$ cat config.mk
export PLATFORM = sky130hd
export DESIGN_NAME = parity_serializer
export DESIGN_NICKNAME = d
export VERILOG_FILES = /design/src/rtl/parity_pkg.sv /design/src/rtl/parity_serializer.sv
export SDC_FILE = /design/constraint.sdc
export NUM_CORES = 1
export LEC_CHECK = 0
export CORE_MARGIN = 4
export CORE_UTILIZATION = 40
export CTS_BUF_LIST = sky130_fd_sc_hd__clkbuf_8
export DETAILED_ROUTE_END_ITERATION = 6
export DONT_BUFFER_PORTS = 1
export PLACE_DENSITY = 0.57
export SETUP_SLACK_MARGIN = 0.02
export SLEW_MARGIN = 20
export SYNTH_ARGS = -nofsm -noshare
export SYNTH_HDL_FRONTEND = slang
export SYNTH_SLANG_ARGS = --single-unit
$ cat constraint.sdc
create_clock -name clk -period 1.5 [get_ports clk]
set_clock_uncertainty 0.05 [all_clocks]
set_input_delay 0.225 -clock clk [delete_from_list [all_inputs] [get_ports clk]]
set_output_delay 0.225 -clock clk [all_outputs]
set_load 0.01 [all_outputs]
$ cat src/rtl/parity_pkg.sv
// Shared constants for the serial parity link.
// Used by both the transmit serializer and the receive checker.
package parity_pkg;

  localparam logic [1:0] ST_IDLE   = 2'd0;
  localparam logic [1:0] ST_DATA   = 2'd1;
  localparam logic [1:0] ST_PARITY = 2'd2;

  localparam logic PARITY_EVEN = 1'b0;
  localparam logic PARITY_ODD  = 1'b1;

endpackage

$ cat src/rtl/parity_serializer.sv
// Transmit end of the serial parity link: word in over valid/ready,
// bits out LSB first followed by one parity bit.
module parity_serializer #(
  parameter int DATA_W     = 8,
  parameter bit PARITY_ODD = 1'b0
) (
  input  logic              clk,
  input  logic              reset_n,
  input  logic [DATA_W-1:0] in_data,
  input  logic              in_valid,
  output logic              in_ready,
  output logic              out_bit,
  output logic              out_valid,
  output logic              out_sof,
  output logic              out_last,
  output logic              busy
);
  import parity_pkg::*;

  localparam int CNT_W = $clog2(DATA_W);
  localparam logic [CNT_W-1:0] CNT_LAST =
    CNT_W'(DATA_W - 1);

  logic [1:0]        state;
  logic [1:0]        state_nxt;
  logic [DATA_W-1:0] shreg;
  logic [CNT_W-1:0]  cnt;
  logic              par;
  logic              accept;
  logic              last_bit;
  logic              bit_nxt;
  logic              valid_nxt;
  logic              sof_nxt;
  logic              last_nxt;

  assign in_ready = reset_n & (state != ST_DATA);
  assign accept   = in_valid & in_ready;
  assign last_bit = (cnt == CNT_LAST);
  assign busy     = (state != ST_IDLE);

  always_ff @(posedge clk) begin
    if (!reset_n) begin
      state     <= ST_IDLE;
      shreg     <= '0;
      cnt       <= '0;
      par       <= 1'b0;
      out_bit   <= 1'b0;
      out_valid <= 1'b0;
      out_sof   <= 1'b0;
      out_last  <= 1'b0;
    end else begin
      state     <= state_nxt;
      out_bit   <= bit_nxt;
      out_valid <= valid_nxt;
      out_sof   <= sof_nxt;
      out_last  <= last_nxt;
      if (accept) begin
        shreg <= in_data;
        par   <= ^in_data ^ PARITY_ODD;
        cnt   <= '0;
      end else if (state == ST_DATA && !last_bit) begin
        shreg <= shreg >> 1;
        cnt   <= cnt + 1'b1;
      end
    end
  end

  always_comb begin
    state_nxt = state;
    unique case (1'b1)
      (state == ST_IDLE):
        if (accept) state_nxt = ST_DATA;
      (state == ST_DATA):
        if (last_bit) state_nxt = ST_PARITY;
      (state == ST_PARITY):
        state_nxt = accept ? ST_DATA : ST_IDLE;
      default:
        state_nxt = ST_IDLE;
    endcase
  end

  // out_bit already shows shreg[0]; the next bit is shreg[1]
  always_comb begin
    bit_nxt   = 1'b0;
    valid_nxt = 1'b0;
    sof_nxt   = 1'b0;
    last_nxt  = 1'b0;
    if (accept) begin
      bit_nxt   = in_data[0];
      valid_nxt = 1'b1;
      sof_nxt   = 1'b1;
    end else if (state == ST_DATA) begin
      valid_nxt = 1'b1;
      if (last_bit) begin
        bit_nxt  = par;
        last_nxt = 1'b1;
      end else begin
        bit_nxt = shreg[1];
      end
    end
  end

endmodule

==> results.sh <==
export IMPL_status="completed"
export IMPL_fmax_ghz=0.740
export IMPL_drc=0
export IMPL_coreArea_um2=1760
export IMPL_finalMaxSlewViolations=0
export IMPL_dr_pass1_iters=4
export IMPL_pin_count=17
export IMPL_cts_sinks=17
export IMPL_nFillCells=187
export IMPL_yosysSeqAreaShare=0.447
export IMPL_antenna_found_initial=0
export IMPL_portBuffers=0
export IMPL_path_buf_inv=0
export IMPL_overflow=0
export IMPL_ys_top_cells_by_count="17 x dfxtp_1, 8 x nand2_1, 8 x xnor2_1, 7 x a21boi_1, 7 x nand3_1"
export IMPL_drive_gt1_frac=0.148
export IMPL_rrSetupSlack_ns=0.15
export IMPL_drt_first_iter_violations=7
export IMPL_grt_max_degree=17
export IMPL_clock_latency_ns=0.25
export IMPL_routed_wl_um=1380
export IMPL_cpPeakStageDelay_ns=0.35
export IMPL_syn_inst=79
export IMPL_async_reset_ff_frac=0
export IMPL_syn_cell_area_um2=762
export IMPL_clk_pin_slew_ns=0.06
export IMPL_final_core_util=0.472
export IMPL_rsz0062_at_grt="no"
export IMPL_tightest_slew_ns=0.254
export IMPL_whs_endpoint="out_valid$_SDFF_PN0_"
export IMPL_cp_slowest_cell="dfxtp_1"
export IMPL_start_util=0.432
export IMPL_ys_warn_count=0
export IMPL_grtUsageTotal=0.111
export IMPL_hold_path_depth=1
export IMPL_synth_top_cell_by_area="dfxtp_1"
export IMPL_hp_start="reset_n"
export IMPL_synth_distinct_cells=26
export IMPL_rows=15
export IMPL_hold_class="input port to flip-flop"
export IMPL_grt_pass1_vias=487
export IMPL_postCtsHoldBufs=0
export IMPL_fin_crit_ns=1.35
export IMPL_die_x_um=51.6
export IMPL_worstPathRequired_ns=1.59
export IMPL_path_max_fanout=6
export IMPL_crit_path_start_kind="flip-flop"
export IMPL_p_per_area_nw_per_um2=1130
export IMPL_crit_arrival_ns=1.44
export IMPL_synth_seq_cells=17
export IMPL_avgSynthCellArea_um2=9.65
export IMPL_r2r_end="out_bit$_SDFF_PN0_"
export IMPL_peakVddDrop_uv=856
export IMPL_slew_headroom=0.830
export IMPL_yosys_top_cells_area="dfxtp_1 45%, xnor2_1 9.2%, a21boi_1 6.9%, a22oi_1 4.9%, nand3_1 4.6%"
export IMPL_num_antenna_cells=0
export IMPL_post_dp_hpwl_um=995
export IMPL_cts_setup_buffers=0
export IMPL_period_share=0.901
export IMPL_routed_via_density=5.11
export IMPL_ctsRootBufferMaster="clkbuf_8"
export IMPL_ant_nets=0
export IMPL_cts_tree="yes"
export IMPL_worstSetupPathType="flip-flop to flip-flop"
export IMPL_cts_buffers=3
export IMPL_cp_end_kind="flip-flop"
export IMPL_p_leak_nw=0.300
export IMPL_die_h_um=51.6
export IMPL_reg2reg_depth=6
export IMPL_hold_viol=0
export IMPL_cts_max_path_buffers=2
export IMPL_synth_edf_count=0
export IMPL_synthMostInstantiatedCell="dfxtp_1"
export IMPL_vias=542
export IMPL_routed_wire_length_per_instance_um=13.0
export IMPL_dpl_worst_slack_ns=-0.0322
export IMPL_ys_flop_type="dfxtp_1"
export IMPL_areaGrowthSynthToFinish_pct=9.20
export IMPL_die_area_um2=2670
export IMPL_grt_pass1_wl_um=2150
export IMPL_syn_num_nets=92
export IMPL_cap_violations=0
export IMPL_ctsHtreeMaxLevel=1
export IMPL_nets=95
export IMPL_path_cells="ha_1 -> ha_2 -> mux2i_1 -> nor2_1 -> a21oi_1 -> nor2b_1"
export IMPL_r2r_start="cnt[0]$_SDFFE_PP0P_"
export IMPL_setup_violations_final=0
export IMPL_critPathTopFamily="adder cells"
export IMPL_place_congestion=0.688
export IMPL_netlist_area_leader_share=0.447
export IMPL_setup_ws_ns=0.149
-- what timing repair did --
item,4_1_cts,5_1_grt
gates cloned,0,1
pin swaps,0,1
gates resized for setup,1,2
setup endpoints to repair,9,9
-- registers in the layout, summed over array words and instances, names as in the netlist --
register and flops:
state 2, cnt 3, par 1, out_valid 1, out_bit 1, out_sof 1
shreg 7, out_last 1
-- final cells by class --
cell class	instances	area, µm²	area share
sequential	17	340	0.409
clock buffer	3	41.3	0.0496
multi-input combinational	59	412	0.495
inverter	1	3.75	0.00451
clock inverter	1	3.75	0.00451
tap	25	31.3	0.0376
-- power by group --
part	total [mW]	switching (mW)	internal [mW]	leakage, nW
Clock	0.325	0.144	0.181	0.0269
Sequential	0.494	0.0168	0.477	0.139
Combinational	0.119	0.0603	0.0584	0.134
Total	0.938	0.221	0.717	0.300
-- how the worst max path moves through the flow --
stage	from	endpoint	slack, ns	cells after the start
after floorplan	cnt[0]$_SDFFE_PP0P_	shreg[2]$_SDFFE_PN0P_	0.16	6
after global placement	cnt[0]$_SDFFE_PP0P_	shreg[7]$_SDFFE_PN0P_	0.009	5
after detailed placement	cnt[0]$_SDFFE_PP0P_	shreg[7]$_SDFFE_PN0P_	-0.03	5
after CTS	cnt[0]$_SDFFE_PP0P_	shreg[4]$_SDFFE_PN0P_	0.06	5
after global routing	cnt[0]$_SDFFE_PP0P_	shreg[6]$_SDFFE_PN0P_	0.04	5
final	cnt[0]$_SDFFE_PP0P_	out_bit$_SDFF_PN0_	0.15	6
-- layer usage --
metal / global-route usage / part of all wire
met4: 0.0393 / 0
met2: 0.172 / 0.45
met1: 0.127 / 0.47
met3: 0.0659 / 0.078
met5: 0 / 0
-- per-stage QoR --
stage | cells | setup TNS, ns | total power, mW | hold slack [ns] | area [µm²]
after floorplan | 79 | 0 | 0.608 | 0.299 | 762
after global placement | 101 | 0 | 0.618 | 0.297 | 771
after detailed placement | 101 | -0.114 | 0.618 | 0.299 | 771
after CTS | 105 | 0 | 0.948 | 0.0417 | 818
after global routing | 106 | 0 | 0.993 | 0.0368 | 832
final | 106 | 0 | 0.938 | 0.0463 | 832
-- kinds of logic (layout without fill, tap and decap cells) --
family          count (synthesis)  in the layout  share of synthesized area
compound gates                 19             19                      0.169
xor+xnor                        8              8                     0.0920
fa+ha+maj                       2              2                     0.0328
buf+inv                         4              5                     0.0345
flops                          17             17                      0.447
mux                             1              1                     0.0131
simple gates                   28             29                      0.212
-- cells in the final DEF, fill, tap and decap left out, drive strengths merged, types with 2 or more instances in the layout --
master  count
and3        2
dfxtp      17
nand2       8
nand3       8
a21boi      7
clkbuf      3
nand2b      3
ha          2
a22oi       5
inv         2
xnor2       8
nor2        4
o21ai       2
a21oi       3
No activity file was read; power rests on OpenSTA's default activity.
